--- src/rtl/level_selector_stream_if.sv ---
// Cost stream handshake between the per-level RD cost generator and the level selector.
interface level_selector_stream_if #(
  parameter int unsigned LANES  = 2,
  parameter int unsigned COST_W = 32
);
  logic                      cost_valid;
  logic                      cost_ready;
  logic [LANES*COST_W-1:0]   cost_data;

  // Cost generator side
  modport master (
    output cost_valid,
    output cost_data,
    input  cost_ready
  );

  // Level selector side
  modport slave (
    input  cost_valid,
    input  cost_data,
    output cost_ready
  );
endinterface

--- src/rtl/level_selector_stream.sv ---
// RDOQ level selector: streams LANES candidate costs per beat and tracks the
// best (minimum) cost, its level and the runner-up cost.
module level_selector_stream #(
  parameter int unsigned COST_W    = 32,
  parameter int unsigned LVL_W     = 8,
  parameter int unsigned MAX_LEVEL = 32,
  parameter int unsigned LANES     = 2,
  parameter bit          TIE_HIGH  = 1'b0
) (
  input  logic                     clk,
  input  logic                     rst,
  input  logic                     start,
  input  logic [LVL_W-1:0]         max_level,
  output logic                     busy,
  level_selector_stream_if.slave   cost_if,
  output logic                     done,
  output logic [LVL_W-1:0]         best_level,
  output logic [COST_W-1:0]        best_cost,
  output logic [COST_W-1:0]        second_cost
);

  typedef enum logic [1:0] {S_IDLE, S_RUN, S_DONE} state_t;

  localparam logic [LVL_W:0] LIM_MAX   = (LVL_W+1)'(MAX_LEVEL - 1);
  localparam logic [LVL_W:0] LANES_EXT = (LVL_W+1)'(LANES);
  localparam logic [LVL_W:0] LAST_OFS  = (LVL_W+1)'(LANES - 1);

  state_t              state_q, state_d;
  logic [LVL_W-1:0]    lim_q, lim_d;
  logic [LVL_W:0]      base_q, base_d;
  logic [COST_W-1:0]   min_q, min_d;
  logic [COST_W-1:0]   min2_q, min2_d;
  logic [LVL_W-1:0]    min_lvl_q, min_lvl_d;
  logic                busy_q, busy_d;
  logic                ready_q, ready_d;
  logic                done_q, done_d;
  logic [LVL_W-1:0]    best_level_q, best_level_d;
  logic [COST_W-1:0]   best_cost_q, best_cost_d;
  logic [COST_W-1:0]   second_cost_q, second_cost_d;

  // Merge result of the current beat with the running pair
  logic [COST_W-1:0]   mrg_min, mrg_min2;
  logic [LVL_W-1:0]    mrg_lvl;
  logic [LVL_W:0]      lane_lvl;
  logic [COST_W-1:0]   lane_cost;
  logic                beat_acc;
  logic                last_beat;
  logic [LVL_W-1:0]    lim_start;

  assign cost_if.cost_ready = ready_q;
  assign busy        = busy_q;
  assign done        = done_q;
  assign best_level  = best_level_q;
  assign best_cost   = best_cost_q;
  assign second_cost = second_cost_q;

  assign beat_acc  = cost_if.cost_valid && ready_q;
  assign last_beat = (base_q + LAST_OFS) >= {1'b0, lim_q};
  assign lim_start = ({1'b0, max_level} > LIM_MAX) ? LIM_MAX[LVL_W-1:0] : max_level;

  // Lanes are visited in ascending level after the running minimum, which
  // always belongs to a lower level, so the tie rule holds across the merge.
  always_comb begin
    mrg_min   = min_q;
    mrg_min2  = min2_q;
    mrg_lvl   = min_lvl_q;
    lane_lvl  = '0;
    lane_cost = '0;
    for (int unsigned i = 0; i < LANES; i++) begin
      lane_lvl  = base_q + (LVL_W+1)'(i);
      lane_cost = cost_if.cost_data[i*COST_W +: COST_W];
      if (lane_lvl <= {1'b0, lim_q}) begin
        if (TIE_HIGH ? (lane_cost <= mrg_min) : (lane_cost < mrg_min)) begin
          mrg_min2 = mrg_min;
          mrg_min  = lane_cost;
          mrg_lvl  = lane_lvl[LVL_W-1:0];
        end else if (TIE_HIGH ? (lane_cost <= mrg_min2) : (lane_cost < mrg_min2)) begin
          mrg_min2 = lane_cost;
        end
      end
    end
  end

  // Next-state and next-output computation for the IDLE/RUN/DONE sequence
  always_comb begin
    state_d       = state_q;
    lim_d         = lim_q;
    base_d        = base_q;
    min_d         = min_q;
    min2_d        = min2_q;
    min_lvl_d     = min_lvl_q;
    busy_d        = busy_q;
    ready_d       = ready_q;
    done_d        = 1'b0;
    best_level_d  = best_level_q;
    best_cost_d   = best_cost_q;
    second_cost_d = second_cost_q;
    unique case (state_q)
      S_IDLE: begin
        if (start) begin
          lim_d     = lim_start;
          base_d    = '0;
          min_d     = '1;
          min2_d    = '1;
          min_lvl_d = '0;
          busy_d    = 1'b1;
          ready_d   = 1'b1;
          state_d   = S_RUN;
        end
      end
      S_RUN: begin
        if (beat_acc) begin
          base_d    = base_q + LANES_EXT;
          min_d     = mrg_min;
          min2_d    = mrg_min2;
          min_lvl_d = mrg_lvl;
          if (last_beat) begin
            ready_d       = 1'b0;
            done_d        = 1'b1;
            best_level_d  = mrg_lvl;
            best_cost_d   = mrg_min;
            second_cost_d = mrg_min2;
            state_d       = S_DONE;
          end
        end
      end
      S_DONE: begin
        busy_d  = 1'b0;
        state_d = S_IDLE;
      end
      default: begin
        busy_d  = 1'b0;
        ready_d = 1'b0;
        state_d = S_IDLE;
      end
    endcase
  end

  // State and registered outputs; reset abandons any selection in flight
  always_ff @(posedge clk) begin
    if (rst) begin
      state_q       <= S_IDLE;
      lim_q         <= '0;
      base_q        <= '0;
      min_q         <= '1;
      min2_q        <= '1;
      min_lvl_q     <= '0;
      busy_q        <= 1'b0;
      ready_q       <= 1'b0;
      done_q        <= 1'b0;
      best_level_q  <= '0;
      best_cost_q   <= '0;
      second_cost_q <= '1;
    end else begin
      state_q       <= state_d;
      lim_q         <= lim_d;
      base_q        <= base_d;
      min_q         <= min_d;
      min2_q        <= min2_d;
      min_lvl_q     <= min_lvl_d;
      busy_q        <= busy_d;
      ready_q       <= ready_d;
      done_q        <= done_d;
      best_level_q  <= best_level_d;
      best_cost_q   <= best_cost_d;
      second_cost_q <= second_cost_d;
    end
  end

endmodule
--- src/flat_wrapper.sv ---
// flat-port wrapper written by rule: the top's interface ports become plain ports
module level_selector_stream_flat 
#(
  parameter int unsigned COST_W    = 32,
  parameter int unsigned LVL_W     = 8,
  parameter int unsigned MAX_LEVEL = 32,
  parameter int unsigned LANES     = 2,
  parameter bit          TIE_HIGH  = 1'b0
)
  (clk, rst, start, max_level, busy, done, best_level, best_cost, second_cost, cost_if_cost_valid, cost_if_cost_data, cost_if_cost_ready);
  level_selector_stream_if #(.LANES(LANES), .COST_W(COST_W)) cost_if_i ();
  input  logic clk;
  input  logic rst;
  input  logic start;
  input  logic [LVL_W-1:0] max_level;
  output logic busy;
  output logic done;
  output logic [LVL_W-1:0] best_level;
  output logic [COST_W-1:0] best_cost;
  output logic [COST_W-1:0] second_cost;
  input wire logic [$bits(cost_if_i.cost_valid)-1:0] cost_if_cost_valid;
  input wire logic [$bits(cost_if_i.cost_data)-1:0] cost_if_cost_data;
  output wire logic [$bits(cost_if_i.cost_ready)-1:0] cost_if_cost_ready;
  assign cost_if_i.cost_valid = cost_if_cost_valid;
  assign cost_if_i.cost_data = cost_if_cost_data;
  assign cost_if_cost_ready = cost_if_i.cost_ready;
  level_selector_stream #(.COST_W(COST_W), .LVL_W(LVL_W), .MAX_LEVEL(MAX_LEVEL), .LANES(LANES), .TIE_HIGH(TIE_HIGH)) u_core (.clk(clk), .rst(rst), .start(start), .max_level(max_level), .busy(busy), .cost_if(cost_if_i), .done(done), .best_level(best_level), .best_cost(best_cost), .second_cost(second_cost));
endmodule
--- config.mk ---
export PLATFORM = sky130hd
export DESIGN_NAME = level_selector_stream_flat
export DESIGN_NICKNAME = d
export VERILOG_FILES = /design/src/rtl/level_selector_stream_if.sv /design/src/rtl/level_selector_stream.sv /design/src/flat_wrapper.sv
export SDC_FILE = /design/constraint.sdc
export NUM_CORES = 1
export LEC_CHECK = 0
export CORE_UTILIZATION = 51
export DETAILED_ROUTE_END_ITERATION = 10
export GPL_ROUTABILITY_DRIVEN = 0
export PLACE_DENSITY = 0.82
export RECOVER_POWER = 50
export SLEW_MARGIN = 20
export SYNTH_ARGS = -nofsm -noshare
export SYNTH_HDL_FRONTEND = slang
export SYNTH_SLANG_ARGS = --single-unit
--- constraint.sdc ---
create_clock -name clk -period 5.1 [get_ports clk]
set_input_delay 1.02 -clock clk [delete_from_list [all_inputs] [get_ports clk]]
set_output_delay 1.02 -clock clk [all_outputs]
set_load 0.02 [all_outputs]
==> metrics, run 1 <==
status=aborted with a tool error; share of the synthesized area in the top cell type=28.2%; I/O pin count=151; clk sink count=165; Mapped Nets=1709; Cell variety after synth=64; All-Layer GR Usage=72.6%; Post-Syn Area per Cell=7.82 um^2; total CTS buffers=17; flops & latches, synth=165; Chip Width=153 um; Die H=153 um; proportion of synthesized chip area in sequential cells=28.2%; grt ovf=6; largest net degree at the start of global routing=92; Site Rows=55; worst_ep kind=sequential cell input; cell taking the most area after synthesis=dfxtp_1; clock root cell=clkbuf_16; Synth area leaders=dfxtp_1, ha_1, o21ai_0; Initial Util=51.8%; IO Port Bufs=150; Max clock buf depth=2; Error=[ERROR GRT-0232] Routing congestion too high. Check the congestion heatmap in the GUI.; hpwl dp=31.1 mm; grt repair worst endpoint=u_core.min2_q[21]$_SDFFE_PP1P_/D; FFs w/ async S/R, synth=0%; Halt Stage=global routing; Syn Inst Count=1495; Yosys warnings=0; EDFF count, synth=0; # H-tree levels=4; Post-Synthesis Cell Area=11700 um^2; Placed Area=14700 um^2; Synth Flop Type=dfxtp_1
Yosys cell counts, types with 3 or more instances:
library cell / instances
dfxtp_1: 165
ha_1: 138
o21ai_0: 133
nor2_1: 129
clkbuf_1: 92
a21oi_1: 83
nor3_1: 81
inv_1: 75
nand2_1: 74
a31oi_1: 64
o31ai_1: 57
nand3_1: 53
a311oi_1: 38
mux2i_1: 33
and3_1: 32
o211ai_1: 32
nand4b_1: 30
o21ai_1: 24
nand4_1: 23
a211oi_1: 13
buf_2: 13
a21o_1: 10
a22o_1: 7
o21a_1: 7
a2111oi_0: 5
and2_1: 5
buf_1: 5
nand2b_1: 5
o311ai_0: 5
xor2_1: 5
buf_4: 4
nor4_1: 4
or3_1: 4
a22oi_1: 3
o21bai_1: 3
o221ai_1: 3
or2_2: 3
cell families after synthesis:
family,Yosys count,synth area share [%]
adder cells (fa/ha/maj),138,14.8
buffers and inverters,190,6.43
XOR/XNOR,6,0.449
AO/OA/AOI/OAI,507,27.7
flip-flops,165,28.2
multiplexers,35,3.15
AND/OR/NAND/NOR,454,19.3
through the flow:
stage               worst slack, ns  hold slack, ns  setup TNS, ns  std cells
floorplan                   0.00597           0.442              0       1495
global placement              -1.50           0.451        -159.39       2003
detailed placement            -1.56           0.455        -172.06       2003
CTS                          -0.338           0.469         -33.05       2092
routing by layer:
metal,overflow,global-route usage (%)
met5,0,32.7
met3,0,61.5
met1,0,73.6
met2,2,86.4
met4,4,67.8
what timing repair did:
action / 4_1_cts
pin swaps: 84
gates cloned: 5
endpoints found under the setup margin: 144
setup buffers: 52
hold buffers: 0
resized for setup: 167
==> inputs of run 2 (changes only) <==
CORE_UTILIZATION = 40   (was 51)
PLACE_DENSITY = default   (was 0.82)
PLACE_DENSITY_LB_ADDON = 0.15   (was default)
clock period = 6.6 ns   (was 5.1 ns; I/O delays follow)
==> run 2 against run 1 <==
  * The flow now finishes, with violations (max-capacitance violations, max-slew violations)
  * Synthesized area stayed put
  * Synthesized cell count did not move
==> metrics, run 2 <==
grt ovf=0; largest net degree at the start of global routing=83; layout cells sized above 1=14.4%; commonest non-fill, non-tap cell in the layout=buf_4; die area=29900 um^2; Critical Path Sink Type=flop; clk sink count=165 (unchanged); DRT iter0 DRCs=1291; Cell variety after synth=64 (unchanged); worst hold path depth=2; dominant cell by count in the synthesized netlist=dfxtp_1; Max clock buf depth=2 (unchanged); Worst Tran Pin Value=2.35 ns; Routed WL=44.3 mm; Critical Path End=u_core.second_cost[17]$_SDFFE_PP1P_; IO Port Bufs=150 (unchanged); Reg2Reg Setup Slack=1.11 ns; EDFF count, synth=0 (unchanged); Syn Inst Count=1495 (unchanged); FF-to-FF Start=u_core.min_q[14]$_SDFFE_PP1P_; core area=28700 um^2; Finished Cell Area=15500 um^2; Synth area leaders=dfxtp_1, ha_1, o21ai_0; critical path startpoint category=primary input; later-pin clock latency in the skew report=0.45 ns; required time worst endpoint=6.95 ns; pre-CTS worst setup slack=-0.364 ns (+1.20 ns); Site Rows=62 (+13%); worst setup path startpoint=cost_if_cost_data[4]; Final Setup Violations=0; Clock Skew=0.0117 ns; Worst R2R End=u_core.second_cost[17]$_SDFFE_PP1P_; final slew viol count=39; Synth Flop Type=dfxtp_1; LEAKAGE=7.00 nW; Worst Reg-to-Reg Cells=25; hpwl dp=32.2 mm (+3.6%); All-Layer GR Usage=29.1%; Commonest cells post-synth=dfxtp_1, ha_1, o21ai_0; share of the synthesized area in the top cell type=28.2% (unchanged); Placed Area=14700 um^2 (about the same); n_diodes=0; vias in the first global route=12400; # H-tree levels=4 (unchanged); drc violations=0; Fmax=156 MHz; proportion of synthesized chip area in sequential cells=28.2% (unchanged); Peak VDD IR=146 uV; vias=12900; status=complete, but fails checks; max_slew headroom=-56.8%; total power=3.00 mW; Hold Crit Class=reg2reg; Routed Antenna Nets=0; Final Hold Fails=0; DR pass1 iterations=7; vias per inst=6.02; nets=1954; FFs w/ async S/R, synth=0% (unchanged); CP Class=in2reg; CTS clk-pin slew, worst paths=0.08 ns; I/O pin count=151 (unchanged); failing checks=max-capacitance violations, max-slew violations; first-pass GRT wire length=68.6 mm; Initial Util=40.7% (-11 points); initial antenna violation count=0; cell taking the most area after synthesis=dfxtp_1; fin crit share=97.3%; CTS tree=done; final worst setup slack=0.181 ns; Chip Width=173 um (+13%); clock root cell=clkbuf_16; total CTS buffers=17 (unchanged); commonest non-fill, non-tap cells in the layout=buf_4, dfxtp_1, ha_1; flops & latches, synth=165 (unchanged); Mapped Nets=1709 (unchanged); max cap viols=1; pwr/cell area=193 nW/um^2; Die H=173 um (+13%); Post-Synthesis Cell Area=11700 um^2 (unchanged); Final Critical Period=6.42 ns; Post-Syn Area per Cell=7.82 um^2 (unchanged); worst hold slack=0.457 ns; Area Overhead vs Synth=32.6%; WL/cell=20.7 um; Arr. time, crit path=6.76 ns; Yosys warnings=0 (unchanged); crit-path max FO=26; # hold bufs at CTS=0 (unchanged)
## run 2: cell counts after synthesis
Identical to the previous run, type by type.
## run 2: repair_timing
action / in CTS / in global routing
setup buffers: 0 / 6
setup endpoints to repair: 0 / 102
resized for setup: 0 / 33
## run 2: per-stage QoR
stage               TNS [ns]  instances  util (%)
finish                     0       2137      54.0
global route         -0.0717       2137      54.0
CTS                        0       2130      53.4
detailed placement    -28.68       2098      51.3
global placement      -26.33       2098      51.3
floorplan                  0       1495         -
## run 2: per-layer routing
metal,up-vias,global-route usage (%),share of wire (%)
met5,-,0,0
met4,0,11.5,3.1
met3,90,3.89,6.2
met2,497,48.1,47
met1,6147,38.3,44
li1,6130,-,-
## run 2: layout make-up
class                           instances  area (um^2)
Sequential cell                       165         3300
Timing Repair Buffer                  341         3080
Clock buffer                           17          425
Inverter                               75          282
Multi-Input combinational cell       1140         7750
Fill cell                            2769        13200
Tap cell                              384          480
Clock inverter                         15          186
## run 2: worst min path at each step
stage	slack, ns	startpoint	endpoint
2_1_floorplan	0.44	u_core.min_lvl_q[1]$_SDFFE_PP0P_	u_core.min_lvl_q[1]$_SDFFE_PP0P_
4_1_cts	0.47	u_core.busy$_SDFFE_PP0P_	u_core.busy$_SDFFE_PP0P_
3_3_place_gp	0.45	u_core.busy$_SDFFE_PP0P_	u_core.busy$_SDFFE_PP0P_
6_report	0.46	u_core.busy$_SDFFE_PP0P_	u_core.busy$_SDFFE_PP0P_
5_1_grt	0.49	u_core.busy$_SDFFE_PP0P_	u_core.busy$_SDFFE_PP0P_
3_5_place_dp	0.45	u_core.second_cost[9]$_SDFFE_PP1P_	u_core.second_cost[9]$_SDFFE_PP1P_
## run 2: report_power, final
part / total, mW / internal [mW] / leakage, nW / switching [mW]
Sequential: 1.04 / 1.02 / 1.34 / 0.0197
Combinational: 0.871 / 0.356 / 5.37 / 0.515
Clock: 1.09 / 0.576 / 0.288 / 0.509
Total: 3.00 / 1.95 / 7.00 / 1.04
## run 2: worst max-delay path: stages
cell             delay, ns
clkdlybuf4s50_1       0.54
ha_1                  0.37
a211oi_1              0.27
nand3_1               0.13
a31oi_2               0.22
o31ai_2               0.13
buf_4                 0.17
a31oi_4               0.22
or2_2                 0.21
buf_4                 0.21
o211ai_1              0.15
ha_1                  0.31
nand4_1               0.17
buf_4                 0.19
nor4_2                0.25
buf_4                 0.16
nand4_1               0.07
o21bai_1              0.21
a2111oi_2             0.07
buf_4                 0.17
and2_1                0.16
buf_4                 0.14
a21oi_4               0.34
buf_12                0.23
nor3_1                0.08
o31ai_1               0.28
## run 2: cells by family (layout without fill, tap and decap cells)
group           count (synthesis)  count (layout)  share of synthesized area, %
simple gates                  454             454                          19.3
mux                            35              35                          3.15
flops                         165             165                          28.2
compound gates                507             507                          27.7
fa+ha+maj                     138             138                          14.8
buf+inv                       190             448                          6.43
xor+xnor                        6               6                         0.449
Note: power is estimated with default switching activity, not from simulation.
==> inputs of run 3 (changes only) <==
CTS_CLUSTER_SIZE = 40   (was default)
RECOVER_POWER = 100   (was 50)
==> run 3 against run 2 <==
  * The flow still finishes with violations (max-capacitance violations, max-slew violations)
  * Design area did not move
  * Via count barely moved
  * Non-clock buffer count did not move
  * Fmax barely moved
  * Clock skew did not move
  * Clock power barely moved
  * Critical path type unchanged
==> metrics, run 3 (same netlist as run 2, synthesis figures left out) <==
DR pass1 iterations=7 (unchanged); nets=1954 (unchanged); Most Crowded Layer GR=met2; Worst path max stage delay=0.54 ns (about the same); max cap viols=1 (unchanged); worst hold path depth=2 (unchanged); drc violations=0 (unchanged); DRT iter0 DRCs=1291 (unchanged); fin crit share=97.2% (about the same); Placed Area=14700 um^2 (unchanged); die area=29900 um^2 (unchanged); Setup TNS Final=0 ns (unchanged); Die H=173 um (unchanged); status=complete, but fails checks; Routed Antenna Nets=0 (unchanged); Final Hold Fails=0 (unchanged); Flop pwr share=34.7% (about the same); Final Critical Period=6.42 ns (-0.00374 ns); Worst Tran Pin Value=2.35 ns (+0.000242 ns); pre-CTS worst setup slack=-0.364 ns (unchanged); pwr/cell area=193 nW/um^2 (about the same); final worst setup slack=0.185 ns (+0.00374 ns); crit-path max FO=26 (unchanged); met2 usage=48.1% (unchanged); commonest non-fill, non-tap cell in the layout=buf_4; CTS clk-pin slew, worst paths=0.08 ns (about the same); Site Rows=62 (unchanged); clk sink count=165 (unchanged); most used cell, CP=buf_4; first-pass GRT wire length=68.6 mm (unchanged); Final Setup Violations=0 (unchanged); I/O pin count=151 (unchanged); Gate power share=29.1% (about the same); Critical Path Sink Type=flop; Routed WL=44.3 mm (about the same); core area=28700 um^2 (unchanged); total CTS buffers=17 (unchanged); largest net degree at the start of global routing=83 (unchanged); fin cells=2137 (unchanged); commonest non-fill, non-tap cells in the layout=buf_4, dfxtp_1, ha_1; failing checks=max-capacitance violations, max-slew violations; CP Class=in2reg; clock root cell=clkbuf_16; later-pin clock latency in the skew report=0.45 ns (about the same); Initial Util=40.7% (unchanged); Clock Skew=0.0117 ns (unchanged); Hold Crit Class=reg2reg; met1 Use GR=38.3% (unchanged); layout cells sized above 1=14.4% (unchanged); final slew viol count=39 (unchanged); Worst Reg-to-Reg Cells=25 (unchanged); CTS tree=done; Chip Width=173 um (unchanged); switching pwr=1.04 mW (about the same); n_diodes=0 (unchanged); Fmax=156 MHz (about the same); vias per inst=6.02 (about the same); worst hold slack=0.457 ns (unchanged); hpwl dp=32.2 mm (unchanged); # H-tree levels=4 (unchanged); Arr. time, crit path=6.76 ns (about the same); grt ovf=0 (unchanged); final core occ=54.0% (unchanged); initial antenna violation count=0 (unchanged); max_slew headroom=-56.8% (about the same); Max clock buf depth=2 (unchanged); LEAKAGE=7.00 nW (unchanged); Finished Cell Area=15500 um^2 (unchanged); IO Port Bufs=150 (unchanged); critical path startpoint category=primary input; total power=3.00 mW (about the same); clock share of power=36.2% (about the same); vias=12900 (-0.070%); DP Cell Count=2098 (unchanged); WL/cell=20.7 um (about the same); Peak VDD IR=146 uV (about the same); required time worst endpoint=6.95 ns (about the same); Area Overhead vs Synth=32.6% (unchanged); slowest stage cell, crit path=clkdlybuf4s50_1; Sw Ratio=34.8% (about the same); Fillers=2769 (unchanged); met3 global-route usage=3.89% (unchanged); internal power=1.95 mW (unchanged); All-Layer GR Usage=29.1% (unchanged); vias in the first global route=12400 (unchanged)
==> run 3: final cells by class <==
type	count	area, um^2	area share, %
clock inverters	15	186	1.20
repair buffers	341	3080	19.9
clock buffers	17	425	2.74
multi-input cells	1140	7750	50.0
flip-flops and latches	165	3300	21.3
well taps	384	480	3.10
inverters	75	282	1.82
==> run 3: timing repair <==
item | in CTS | in global routing
endpoints found under the hold margin | 0 | 0
hold buffers | 0 | 0
setup buffers | 0 | 6
setup endpoints to repair | 0 | 102
gates resized for setup | 0 | 33
==> run 3: final timing paths <==
kind	slack, ns	from	to
worst max-delay path	0.18	cost_if_cost_data[4]	u_core.second_cost[17]$_SDFFE_PP1P_
worst min register to register	0.46	u_core.busy$_SDFFE_PP0P_	u_core.busy$_SDFFE_PP0P_
worst min-delay path	0.46	u_core.busy$_SDFFE_PP0P_	u_core.busy$_SDFFE_PP0P_
worst max register to register	1.12	u_core.min_q[14]$_SDFFE_PP1P_	u_core.second_cost[17]$_SDFFE_PP1P_
==> run 3: routing by layer <==
| metal | share of wire (%) | up-vias | routed length [um] |
|---|---|---|---|
| met2 | 47 | 497 | 20700 |
| met5 | 0 | - | 0 |
| met3 | 6.2 | 90 | 2750 |
| met1 | 44 | 6138 | 19500 |
| li1 | - | 6130 | - |
| met4 | 3.1 | 0 | 1360 |
==> run 3: power groups by stage <==
stage	combinational, mW	clock, mW	sequential [mW]
2_1_floorplan	0.415	0	1.07
3_3_place_gp	0.822	0	1.06
3_5_place_dp	0.828	0	1.06
4_1_cts	0.834	1.09	1.04
5_1_grt	0.937	1.13	1.04
6_report	0.871	1.09	1.04
==> run 3: critical path, delay by kind of cell <==
family / cells / cell delay [ns]
AO/OA/AOI/OAI: 9 / 1.88
buffers and inverters: 8 / 1.81
AND/OR/NAND/NOR: 7 / 1.07
adder cells (fa/ha/maj): 2 / 0.68
==> inputs of run 4 (changes only) <==
SLEW_MARGIN = default   (was 20)
==> results of run 4 <==
No change in the layout: final DEF, timing and power equal those of run 3.
